### config.mk
export PLATFORM = sky130hd
export DESIGN_NAME = addsub_flag_pipe_flat
export DESIGN_NICKNAME = d
export VERILOG_FILES = /design/src/rtl/addsub_flag_pipe_if.sv /design/src/rtl/addsub_flag_pipe.sv /design/src/flat_wrapper.sv
export SDC_FILE = /design/constraint.sdc
export NUM_CORES = 1
export LEC_CHECK = 0
export BUFFER_PORTS_ARGS = -buffer_cell sky130_fd_sc_hd__buf_2
export CAP_MARGIN = 10
export CORE_ASPECT_RATIO = 0.9
export CORE_MARGIN = 1.5
export CORE_UTILIZATION = 50
export CTS_CLUSTER_DIAMETER = 200
export CTS_CLUSTER_SIZE = 30
export DETAILED_ROUTE_END_ITERATION = 10
export PLACE_DENSITY = 0.83
export SLEW_MARGIN = 10
export SYNTH_ARGS = -nofsm -noshare
export SYNTH_HDL_FRONTEND = slang
export SYNTH_SLANG_ARGS = --single-unit
### constraint.sdc
create_clock -name clk -period 5.5 [get_ports clk]
set_input_delay 0.825 -clock clk [delete_from_list [all_inputs] [get_ports clk]]
set_output_delay 0.825 -clock clk [all_outputs]
set_load 0.1 [all_outputs]
### src/rtl/addsub_flag_pipe_if.sv
// Operand/result bus for addsub_flag_pipe: operand handshake, result handshake, accumulator view.
// The master side drives operands and out_ready; the slave side is the pipeline stage.
interface addsub_flag_pipe_if #(parameter int WIDTH = 32);
   logic             in_valid;
   logic             in_ready;
   logic [WIDTH-1:0] in_a;
   logic [WIDTH-1:0] in_b;
   logic             in_w;
   logic             in_acc;
   logic             acc_clr;
   logic             out_valid;
   logic             out_ready;
   logic [WIDTH-1:0] out_sum;
   logic [3:0]       out_flags;
   logic [WIDTH-1:0] acc_q;

   modport master (
      output in_valid, in_a, in_b, in_w, in_acc, acc_clr, out_ready,
      input  in_ready, out_valid, out_sum, out_flags, acc_q
   );

   modport slave (
      input  in_valid, in_a, in_b, in_w, in_acc, acc_clr, out_ready,
      output in_ready, out_valid, out_sum, out_flags, acc_q
   );
endinterface

### src/rtl/addsub_flag_pipe.sv
// Add/subtract stage: CLA datapath with NZCV flags, running accumulator and a
// 2-entry skid buffer whose head entry drives the result outputs directly.
module addsub_flag_pipe #(
   parameter int WIDTH = 32
) (
   input  logic               clk,
   input  logic               rst_n,
   addsub_flag_pipe_if.slave  bus
);
   localparam int EW = WIDTH + 4;

   typedef enum logic [1:0] {
      EMPTY = 2'd0,
      ONE   = 2'd1,
      FULL  = 2'd2
   } skid_state_t;

   skid_state_t      r_state;
   skid_state_t      w_state_nxt;
   logic             r_in_ready;
   logic             r_out_valid;
   logic [EW-1:0]    r_ent0;
   logic [EW-1:0]    r_ent1;
   logic [WIDTH-1:0] r_acc;

   logic             w_accept;
   logic             w_pop;
   logic [WIDTH-1:0] w_opa;
   logic [WIDTH-1:0] w_opb;
   logic [WIDTH:0]   w_cs;
   logic [WIDTH-1:0] w_sum;
   logic [3:0]       w_flags;
   logic [EW-1:0]    w_new;

   // Carry-lookahead adder built from 4-bit lookahead slices chained slice to slice.
   function automatic logic [WIDTH:0] cla_add(input logic [WIDTH-1:0] a,
                                              input logic [WIDTH-1:0] b,
                                              input logic             cin);
      logic [WIDTH-1:0] g;
      logic [WIDTH-1:0] p;
      logic [WIDTH:0]   c;
      int               k;
      g    = a & b;
      p    = a ^ b;
      c    = {(WIDTH+1){1'b0}};
      c[0] = cin;
      for (int s = 0; s < WIDTH / 4; s++) begin
         k        = 4 * s;
         c[k+1]   = g[k] | (p[k] & c[k]);
         c[k+2]   = g[k+1] | (p[k+1] & g[k]) | (p[k+1] & p[k] & c[k]);
         c[k+3]   = g[k+2] | (p[k+2] & g[k+1]) | (p[k+2] & p[k+1] & g[k])
                  | (p[k+2] & p[k+1] & p[k] & c[k]);
         c[k+4]   = g[k+3] | (p[k+3] & g[k+2]) | (p[k+3] & p[k+2] & g[k+1])
                  | (p[k+3] & p[k+2] & p[k+1] & g[k])
                  | (p[k+3] & p[k+2] & p[k+1] & p[k] & c[k]);
      end
      return {c[WIDTH], p ^ c[WIDTH-1:0]};
   endfunction

   assign w_accept = bus.in_valid & r_in_ready;
   assign w_pop    = r_out_valid & bus.out_ready;

   always_comb begin
      w_opa = bus.in_a;
      if (bus.in_acc) begin
         w_opa = r_acc;
      end else begin
         w_opa = bus.in_a;
      end
      w_opb      = bus.in_b ^ {WIDTH{bus.in_w}};
      w_cs       = cla_add(w_opa, w_opb, bus.in_w);
      w_sum      = w_cs[WIDTH-1:0];
      w_flags[3] = w_sum[WIDTH-1];
      w_flags[2] = (w_sum == {WIDTH{1'b0}});
      w_flags[1] = w_cs[WIDTH];
      w_flags[0] = (w_opa[WIDTH-1] == w_opb[WIDTH-1]) && (w_sum[WIDTH-1] != w_opa[WIDTH-1]);
      w_new      = {w_sum, w_flags};
   end

   always_comb begin
      w_state_nxt = r_state;
      case (r_state)
         EMPTY: begin
            if (w_accept) w_state_nxt = ONE;
            else          w_state_nxt = EMPTY;
         end
         ONE: begin
            if (w_accept && !w_pop)      w_state_nxt = FULL;
            else if (w_pop && !w_accept) w_state_nxt = EMPTY;
            else                         w_state_nxt = ONE;
         end
         FULL: begin
            if (w_pop) w_state_nxt = ONE;
            else       w_state_nxt = FULL;
         end
         default: w_state_nxt = EMPTY;
      endcase
   end

   // Handshake flags are registered copies of the next occupancy.
   always_ff @(posedge clk) begin
      if (!rst_n) begin
         r_state     <= EMPTY;
         r_in_ready  <= 1'b1;
         r_out_valid <= 1'b0;
      end else begin
         r_state     <= w_state_nxt;
         r_in_ready  <= (w_state_nxt != FULL);
         r_out_valid <= (w_state_nxt != EMPTY);
      end
   end

   // r_ent0 is always the head so outputs come straight from a register.
   always_ff @(posedge clk) begin
      if (!rst_n) begin
         r_ent0 <= {EW{1'b0}};
         r_ent1 <= {EW{1'b0}};
      end else if (w_pop) begin
         if (r_state == FULL) r_ent0 <= r_ent1;
         else if (w_accept)   r_ent0 <= w_new;
      end else if (w_accept) begin
         if (r_state == EMPTY) r_ent0 <= w_new;
         else                  r_ent1 <= w_new;
      end
   end

   always_ff @(posedge clk) begin
      if (!rst_n) begin
         r_acc <= {WIDTH{1'b0}};
      end else if (bus.acc_clr) begin
         r_acc <= {WIDTH{1'b0}};
      end else if (w_accept) begin
         r_acc <= w_sum;
      end
   end

   assign bus.in_ready  = r_in_ready;
   assign bus.out_valid = r_out_valid;
   assign bus.out_sum   = r_ent0[EW-1:4];
   assign bus.out_flags = r_ent0[3:0];
   assign bus.acc_q     = r_acc;
endmodule

### src/flat_wrapper.sv
// flat-port wrapper written by rule: the top's interface ports become plain ports
module addsub_flag_pipe_flat 
#(
   parameter int WIDTH = 32
)
  (clk, rst_n, bus_in_valid, bus_in_a, bus_in_b, bus_in_w, bus_in_acc, bus_acc_clr, bus_out_ready, bus_in_ready, bus_out_valid, bus_out_sum, bus_out_flags, bus_acc_q);
  addsub_flag_pipe_if #(.WIDTH(WIDTH)) bus_i ();
  input  logic clk;
  input  logic rst_n;
  input wire logic [$bits(bus_i.in_valid)-1:0] bus_in_valid;
  input wire logic [$bits(bus_i.in_a)-1:0] bus_in_a;
  input wire logic [$bits(bus_i.in_b)-1:0] bus_in_b;
  input wire logic [$bits(bus_i.in_w)-1:0] bus_in_w;
  input wire logic [$bits(bus_i.in_acc)-1:0] bus_in_acc;
  input wire logic [$bits(bus_i.acc_clr)-1:0] bus_acc_clr;
  input wire logic [$bits(bus_i.out_ready)-1:0] bus_out_ready;
  output wire logic [$bits(bus_i.in_ready)-1:0] bus_in_ready;
  output wire logic [$bits(bus_i.out_valid)-1:0] bus_out_valid;
  output wire logic [$bits(bus_i.out_sum)-1:0] bus_out_sum;
  output wire logic [$bits(bus_i.out_flags)-1:0] bus_out_flags;
  output wire logic [$bits(bus_i.acc_q)-1:0] bus_acc_q;
  assign bus_i.in_valid = bus_in_valid;
  assign bus_i.in_a = bus_in_a;
  assign bus_i.in_b = bus_in_b;
  assign bus_i.in_w = bus_in_w;
  assign bus_i.in_acc = bus_in_acc;
  assign bus_i.acc_clr = bus_acc_clr;
  assign bus_i.out_ready = bus_out_ready;
  assign bus_in_ready = bus_i.in_ready;
  assign bus_out_valid = bus_i.out_valid;
  assign bus_out_sum = bus_i.out_sum;
  assign bus_out_flags = bus_i.out_flags;
  assign bus_acc_q = bus_i.acc_q;
  addsub_flag_pipe #(.WIDTH(WIDTH)) u_core (.clk(clk), .rst_n(rst_n), .bus(bus_i));
endmodule
==> PnR_summary.wiki, run 1 <==
{| class="wikitable"
! Metric !! Value
|-
| Run status || finished, final reports clean
|-
| Max H-tree Level || 3
|-
| Core box area || 12600 um^2
|-
| Clk Latency, worst-skew pair || 360 ps
|-
| Share of synthesized area occupied by flip-flops and latches || 32.9%
|-
| Hold/Removal Path Class || reg -> reg
|-
| I/O pin count || 141
|-
| Width of the chip || 123 um
|-
| Shortest clock period the worst path allows after layout || 5020 ps
|-
| Setup bufs post-CTS || 0
|-
| Finished Cell Area || ~7700 um^2
|-
| Via count || 6237
|-
| Cell family with most CP delay || simple AND/OR/NAND/NOR gates
|-
| Final routed wirelength across all metal layers || 18500 um
|-
| Cts hold-fix bufs || 0
|-
| CP required || 5780 ps
|-
| Logic depth of the worst path, buffers included || 18
|-
| Aggregate global routing overflow || 0
|-
| CTS tree || yes
|-
| Largest clock skew in the final design || 7.86 ps
|-
| Largest net degree at the start of global routing || slightly above 70
|-
| Antenna Diode Count || 0
|-
| Net count after synthesis || 904
|-
| Mapped Cells || a little under 800
|-
| Ratio of cells with drive above 1 in the final layout || approximately a quarter
|-
| Die height || 111 um
|-
| Highest achievable clock rate || 199 MHz
|-
| Total buffers and inverters traversed by the critical path || 2
|-
| Max transition margin || 21.5%
|-
| Number of rows in the core area || 39
|-
| Final core utilization || 60.7%
|-
| Synth-to-Final Area Change || 18.8%
|-
| Maximum vdd drop || 175 uV
|-
| Ratio of final minimum period to clock period || 91.3%
|-
| Async set or reset register ratio after synthesis || 0%
|-
| Post-CTS sizing || 0
|-
| Crit-path max cell delay || approximately 500 ps
|-
| Category of the worst setup path capture point || register
|-
| Post-DP HPWL || 13700 um
|-
| Final hold violation count || 0
|-
| Classification of the worst setup path || in -> reg
|-
| Clock sinks || about 110
|-
| Register clock-pin slew on the reported worst setup and hold paths || roughly 70 ps
|-
| Worst-path cell with the longest stage delay || sky130_fd_sc_hd__or4_1
|-
| Number of DRC violations after detailed routing || 0
|-
| Placed cell count || 1067
|-
| Number of flip-flops and latches in the synthesized netlist || 106
|-
| Via count of the first global-routing pass || 5634
|-
| Power per standard cell area || 376 nW/um^2
|-
| Total die area || 13600 um^2
|-
| Quantity of I/O buffers inserted on ports || 140
|-
| Count of non-filler cells in the finished layout || 1083
|-
| Clock buffer depth || 2
|-
| Finish-stage setup viols || 0
|-
| Overall routing resource usage || 27.3%
|-
| Worst slack at placement || 192 ps
|-
| Worst path arrival time || 5300 ps
|-
| Number of max-capacitance violations reported || 0
|-
| Primary flip-flop cell chosen by synthesis mapping || sky130_fd_sc_hd__dfxtp_1
|-
| Number of CTS-inserted buffers || 9
|-
| Most area-consuming cells after synthesis || sky130_fd_sc_hd__dfxtp_1 33%, sky130_fd_sc_hd__nor2_1 6.7%, sky130_fd_sc_hd__ha_1 6.6%
|-
| Most area-hungry cell type in the Yosys netlist || sky130_fd_sc_hd__dfxtp_1
|-
| Via/cell ratio || roughly 5.8
|-
| Leak || 3.41 nW
|-
| Antenna violations before repair || 0
|-
| CP max FO || 32
|-
| Number of enable flip-flop cells after synthesis || 0
|-
| WL/cell || 17.1 um
|-
| Crit path top cell by count || sky130_fd_sc_hd__nand4_1
|-
| Gp weighted congestion || 0.942
|-
| Worst setup SP type || input pin
|-
| Final WS setup || 477 ps
|-
| Yosys warns || 0
|-
| Clock tree root driver cell || sky130_fd_sc_hd__clkbuf_16
|-
| Final #Nets || 1026
|-
| Unrepaired setup endpoints after global routing || false
|-
| Number of unique standard cell types used by synthesis || 68
|-
| Effective utilization at floorplan || 51.1%
|-
| Number of DRC markers in iteration 0 || 518
|-
| Post-DP Area || 7350 um^2
|-
| First-pass GRT wire length || 29000 um
|-
| Number of cells traversed by the worst hold path || 2
|-
| Final total negative setup slack || 0 ps
|-
| Top cell type's share of synthesized area || about 33%
|-
| Number of antenna-violating nets in the routed design || 0
|-
| Syn avg cell area || 8.15 um^2
|-
| Fin. max-slew vios || 0
|-
| FF-to-FF path depth || 16
|-
| Number of search-and-repair iterations in the first detailed-routing pass || 5
|-
| Worst-path cell chain || buf_2, buf_12, mux2_2, ha_1, nand4_1, nor2_1, a32oi_2, a211o_1, and3_4, fa_1, xor2_1, nand4_1, or4_1, nor4_1, nand3b_1, and4bb_1, nand4_1, a21oi_1
|-
| Pin slew with the least headroom to its limit || 1180 ps
|-
| Mapped Area || roughly 6500 um^2
|}
==> kinds of logic after synthesis <==
| family | synth area share [%] |
|---|---|
| compound gates | 20.4 |
| buf+inv | 4.32 |
| flops | 32.9 |
| fa+ha+maj | 8.76 |
| mux | 6.11 |
| xor+xnor | 7.17 |
| simple gates | 20.3 |
==> stage by stage <==
step / hold WS (ps) / power [mW]
floorplan: 432 / 1.86
global placement: 436 / 2.18
detailed placement: 444 / 2.19
CTS: 454 / 2.88
global route: 473 / 3.01
finish: 451 / 2.88
==> flip-flops by register name (all words and copies together), names as in the netlist <==
| signal | cells |
|---|---|
| u_core.bus.out_valid | 1 |
| u_core.bus.acc_q | 32 |
| u_core.bus.in_ready | 1 |
| u_core.r_state | 2 |
| u_core.r_ent0 | 35 |
| u_core.r_ent1 | 35 |
==> worst reg2reg max path: cells and delay by family, from the launching register on <==
family / cells / cell delay, ps
AND/OR/NAND/NOR: 8 / 1800
adder cells (fa/ha/maj): 2 / 810
AO/OA/AOI/OAI: 4 / 960
multiplexers: 1 / 280
flip-flops: 1 / 350
XOR/XNOR: 1 / 170
==> per-layer routing <==
metal / up-vias / wire length (um) / GRT usage, % / share of wire, %
met5: - / 0 / 0 / 0
met4: 0 / 583 / 10.5 / 3.1
met3: 41 / 1450 / 6.38 / 7.8
met2: 254 / 8450 / 42.5 / 46
met1: 2917 / 8060 / 36.5 / 43
li1: 3025 / - / - / -
==> cell type report <==
| class | count | area [um^2] |
|---|---|---|
| Clock buffer | 12 | 256 |
| Clock inverter | 4 | 57.6 |
| Fill cell | 1132 | 4970 |
| Inverter | 21 | 78.8 |
| Multi-Input combinational cell | 616 | 4070 |
| Sequential cell | 106 | 2120 |
| Tap cell | 164 | 205 |
| Timing Repair Buffer | 160 | 876 |
==> final timing paths <==
path                        from                 to  slack [ps]
max reg2reg  u_core.bus.acc_q[6]   u_core.r_ent1[2]        1040
max                   bus_in_acc   u_core.r_ent1[2]         480
min            u_core.r_ent0[16]  u_core.r_ent0[16]         450
min reg2reg    u_core.r_ent0[16]  u_core.r_ent0[16]         450
==> power breakdown <==
part           total, mW  switching, mW  internal (mW)
Sequential         0.888         0.0451          0.843
Clock              0.685          0.302          0.383
Combinational       1.31          0.937          0.371
==> synthesized netlist by cell type (2+ instances only) <==
cell                       number
sky130_fd_sc_hd__nor2_1       116
sky130_fd_sc_hd__nand2_1      111
sky130_fd_sc_hd__dfxtp_1      106
sky130_fd_sc_hd__a21oi_1       80
sky130_fd_sc_hd__xor2_1        43
sky130_fd_sc_hd__clkbuf_1      40
sky130_fd_sc_hd__ha_1          34
sky130_fd_sc_hd__mux2_2        27
sky130_fd_sc_hd__a211oi_1      26
sky130_fd_sc_hd__inv_1         20
sky130_fd_sc_hd__o211ai_1      15
sky130_fd_sc_hd__nor3_1        14
sky130_fd_sc_hd__o21ai_0       13
sky130_fd_sc_hd__nand4_1       12
sky130_fd_sc_hd__a311oi_1      11
sky130_fd_sc_hd__nand3_1       10
sky130_fd_sc_hd__mux2i_1        9
sky130_fd_sc_hd__xnor2_1        8
sky130_fd_sc_hd__a21o_1         7
sky130_fd_sc_hd__fa_1           7
sky130_fd_sc_hd__nor2b_1        6
sky130_fd_sc_hd__a211o_1        5
sky130_fd_sc_hd__a31oi_1        5
sky130_fd_sc_hd__buf_1          5
sky130_fd_sc_hd__or3_1          5
sky130_fd_sc_hd__and2_1         4
sky130_fd_sc_hd__and3_1         3
sky130_fd_sc_hd__nand2b_1       3
sky130_fd_sc_hd__a2111o_1       2
sky130_fd_sc_hd__and4bb_1       2
sky130_fd_sc_hd__buf_4          2
sky130_fd_sc_hd__nand3b_1       2
sky130_fd_sc_hd__nor4_1         2
sky130_fd_sc_hd__o21ai_1        2
sky130_fd_sc_hd__o21ai_2        2
==> layout by cell type (no fill, tap or decap), types with 2 or more instances in the layout <==
cell | synthesis | final
sky130_fd_sc_hd__nand3_1 | 10 | 10
sky130_fd_sc_hd__clkbuf_16 | 0 | 9
sky130_fd_sc_hd__a31oi_1 | 5 | 5
sky130_fd_sc_hd__nor2_1 | 116 | 115
sky130_fd_sc_hd__a211oi_1 | 26 | 26
sky130_fd_sc_hd__or3_1 | 5 | 5
sky130_fd_sc_hd__xor2_1 | 43 | 43
sky130_fd_sc_hd__buf_12 | 0 | 2
sky130_fd_sc_hd__and2_1 | 4 | 4
sky130_fd_sc_hd__nand2b_1 | 3 | 3
sky130_fd_sc_hd__nand2_1 | 111 | 111
sky130_fd_sc_hd__a21oi_1 | 80 | 80
sky130_fd_sc_hd__mux2_2 | 27 | 27
sky130_fd_sc_hd__dfxtp_1 | 106 | 106
sky130_fd_sc_hd__and3_1 | 3 | 3
sky130_fd_sc_hd__a311oi_1 | 11 | 11
sky130_fd_sc_hd__and4bb_1 | 2 | 2
sky130_fd_sc_hd__inv_1 | 20 | 20
sky130_fd_sc_hd__nand4_1 | 12 | 12
sky130_fd_sc_hd__a2111o_1 | 2 | 2
sky130_fd_sc_hd__nor2b_1 | 6 | 4
sky130_fd_sc_hd__buf_2 | 1 | 140
sky130_fd_sc_hd__nor4_1 | 2 | 2
sky130_fd_sc_hd__xnor2_1 | 8 | 8
sky130_fd_sc_hd__nand3b_1 | 2 | 2
sky130_fd_sc_hd__mux2i_1 | 9 | 9
sky130_fd_sc_hd__o21ai_0 | 13 | 13
sky130_fd_sc_hd__clkbuf_8 | 0 | 2
sky130_fd_sc_hd__nor3_1 | 14 | 14
sky130_fd_sc_hd__nor2_4 | 1 | 2
sky130_fd_sc_hd__ha_1 | 34 | 34
sky130_fd_sc_hd__o211ai_1 | 15 | 15
sky130_fd_sc_hd__a211o_1 | 5 | 5
sky130_fd_sc_hd__a21o_1 | 7 | 7
sky130_fd_sc_hd__fa_1 | 7 | 7
sky130_fd_sc_hd__o21ai_1 | 2 | 2
sky130_fd_sc_hd__o21ai_2 | 2 | 2
sky130_fd_sc_hd__buf_4 | 2 | 18
Power figures use the tool's default switching activity.
==> inputs of run 2 (changes only) <==
--- a/config.mk
+++ b/config.mk
@@ -5,6 +5,7 @@
 export SDC_FILE = /design/constraint.sdc
 export NUM_CORES = 1
 export LEC_CHECK = 0
+export ABC_AREA = 1
 export BUFFER_PORTS_ARGS = -buffer_cell sky130_fd_sc_hd__buf_2
 export CAP_MARGIN = 10
 export CORE_ASPECT_RATIO = 0.9
==> PnR_summary.wiki, run 2 <==
{| class="wikitable"
! Metric !! Value
|-
| Run status || finished, final reports clean
|-
| Final core utilization || 60.1%
|-
| Worst-path cell with the longest stage delay || sky130_fd_sc_hd__fa_1
|-
| Crit path top cell by count || sky130_fd_sc_hd__nand2_2
|-
| Most area-consuming cells after synthesis || sky130_fd_sc_hd__dfxtp_1 33%, sky130_fd_sc_hd__a21oi_1 11%, sky130_fd_sc_hd__nand2_1 8.8%
|-
| Max transition margin || 24.9%
|-
| Via count || 6362
|-
| Yosys warns || 0
|-
| Number of DRC markers in iteration 0 || 454
|-
| Number of DRC violations after detailed routing || 0
|-
| First-pass GRT wire length || about 28000 um
|-
| Number of CTS-inserted buffers || 9
|-
| Mapped Cells || 909
|-
| Pin slew with the least headroom to its limit || 1130 ps
|-
| Synth-to-Final Area Change || 17.9%
|-
| CP required || 5790 ps
|-
| Register clock-pin slew on the reported worst setup and hold paths || 80 ps
|-
| Via/cell ratio || 5.31
|-
| Setup bufs post-CTS || 0
|-
| Leak || 3.95 nW
|-
| Fin. max-slew vios || 0
|-
| Crit-path max cell delay || 430 ps
|-
| Multi-input gate area in the final layout || 3610 um^2
|-
| Final #Nets || 1142
|-
| Total buffers and inverters traversed by the critical path || 3
|-
| Number of antenna-violating nets in the routed design || 0
|-
| Syn avg cell area || 7.09 um^2
|-
| Final total negative setup slack || 0 ps
|-
| Hold/Removal Path Class || reg -> reg
|-
| Number of max-capacitance violations reported || 0
|-
| Shortest clock period the worst path allows after layout || 4830 ps
|-
| Aggregate global routing overflow || 0
|-
| Post-CTS sizing || 0
|-
| Effective utilization at floorplan || approximately half
|-
| Antenna violations before repair || 0
|-
| Most used standard cell by instance count after synthesis || sky130_fd_sc_hd__nand2_1
|-
| Maximum vdd drop || 193 uV
|-
| Quantity of I/O buffers inserted on ports || 140
|-
| Final hold violation count || 0
|-
| Ratio of final minimum period to clock period || between 80 and 90%
|-
| Clock sinks || 106
|-
| Post-DP HPWL || 13000 um
|-
| Gp weighted congestion || 0.914
|-
| Clk Latency, worst-skew pair || 360 ps
|-
| Most area-hungry cell type in the Yosys netlist || sky130_fd_sc_hd__dfxtp_1
|-
| Antenna Diode Count || 0
|-
| Worst path arrival time || 5120 ps
|-
| Share of synthesized area occupied by flip-flops and latches || 32.9%
|-
| Async set or reset register ratio after synthesis || 0%
|-
| Die height || 111 um
|-
| Number of rows in the core area || 39
|-
| Power per standard cell area || 356 nW/um^2
|-
| Cell family with most CP delay || simple AND/OR/NAND/NOR gates
|-
| Most common cell after layout, fill and taps aside || sky130_fd_sc_hd__nand2_1
|-
| Total die area || 13600 um^2
|-
| Number of enable flip-flop cells after synthesis || 0
|-
| Unrepaired setup endpoints after global routing || false
|-
| Highest achievable clock rate || 207 MHz
|-
| Max H-tree Level || 3
|-
| Clock tree root driver cell || sky130_fd_sc_hd__clkbuf_16
|-
| Via count of the first global-routing pass || 5854
|-
| Net count after synthesis || 1021
|-
| Number of search-and-repair iterations in the first detailed-routing pass || 5
|-
| Largest net degree at the start of global routing || 57
|-
| Reg area || 2120 um^2
|-
| Overall routing resource usage || 26.1%
|-
| Finish-stage setup viols || 0
|-
| Worst setup SP type || input pin
|-
| Filler cells || 1193
|-
| Placed cell count || 1183
|-
| Primary flip-flop cell chosen by synthesis mapping || sky130_fd_sc_hd__dfxtp_1
|-
| Top cell type's share of synthesized area || 32.9%
|-
| Core box area || 12600 um^2
|-
| Classification of the worst setup path || in -> reg
|-
| Mapped Area || 6450 um^2
|-
| I/O pin count || 141
|-
| Synth cell count leaders || 152 x sky130_fd_sc_hd__nand2_1, 143 x sky130_fd_sc_hd__inv_1, 139 x sky130_fd_sc_hd__a21oi_1
|-
| Category of the worst setup path capture point || register
|-
| Number of flip-flops and latches in the synthesized netlist || 106
|-
| Final routed wirelength across all metal layers || between 15000 and 20000 um
|-
| Number of unique standard cell types used by synthesis || 37
|-
| Ratio of cells with drive above 1 in the final layout || between 10% and 20%
|-
| Cts hold-fix bufs || 0
|-
| Largest clock skew in the final design || 12.7 ps
|-
| Width of the chip || 123 um
|-
| Top library cells by usage in the layout, fill and taps aside || 152 x sky130_fd_sc_hd__nand2_1, 143 x sky130_fd_sc_hd__inv_1, 140 x sky130_fd_sc_hd__buf_2
|-
| Count of non-filler cells in the finished layout || 1199
|-
| Clock buffer depth || 2
|-
| WL/cell || about 15 um
|-
| CP max FO || 18
|-
| CTS tree || yes
|}
run 2: worst paths after layout:
kind | to | slack, ps | start | cells past startpoint
max | u_core.r_ent0[2] | 670 | bus_in_acc | 31
min | u_core.r_ent1[8] | 450 | u_core.r_ent1[8] | 2
max reg2reg | u_core.r_ent0[2] | 1290 | u_core.bus.acc_q[5] | 31
min reg2reg | u_core.r_ent1[8] | 450 | u_core.r_ent1[8] | 2
run 2: report_power, final:
part           leakage (nW)  internal, mW  total [mW]  switching, mW
Combinational          2.94         0.302        1.17          0.865
Clock                 0.146         0.325       0.660          0.335
Sequential            0.866         0.841       0.879         0.0375
Total                  3.95          1.47        2.71           1.24
run 2: per-layer routing:
metal	global-route usage (%)	wire length (um)	vias to the layer above
met5	0	0	-
met4	7.44	318	0
met3	6.38	1710	26
met2	38.3	7490	291
met1	37.7	7920	2855
li1	-	-	3190
run 2: tightest hold or removal path, cell delays in order (launching register included):
cell and delay [ps]:
sky130_fd_sc_hd__dfxtp_1 310, sky130_fd_sc_hd__inv_1 50, sky130_fd_sc_hd__a21oi_1 50
run 2: cells by family (layout without fill, tap and decap cells):
group,count (synthesis),after routing,share of synthesized area [%]
flops,106,106,32.9
simple gates,265,265,18.4
fa+ha+maj,41,41,8.77
compound gates,256,256,21.4
mux,10,10,1.75
xor+xnor,41,41,5.57
buf+inv,190,316,11.3
run 2: through the flow:
stage                     hold WS (ps)  area [um^2]  power, mW  setup slack [ps]
after floorplan                    424         6450       1.77               600
after CTS                          447         7600       2.70               712
after global placement             431         7290       2.03               493
after global routing               484         7600       2.84               260
after detailed placement           435         7290       2.04               393
final                              447         7600       2.71               671
run 2: layout make-up:
type,count,share of cell area [%]
Clock buffer,9,2.96
Clock inverter,7,1.05
Inverter,144,7.11
Multi-Input combinational cell,613,47.4
Sequential cell,106,27.9
Tap cell,164,2.70
Timing Repair Buffer,156,10.8
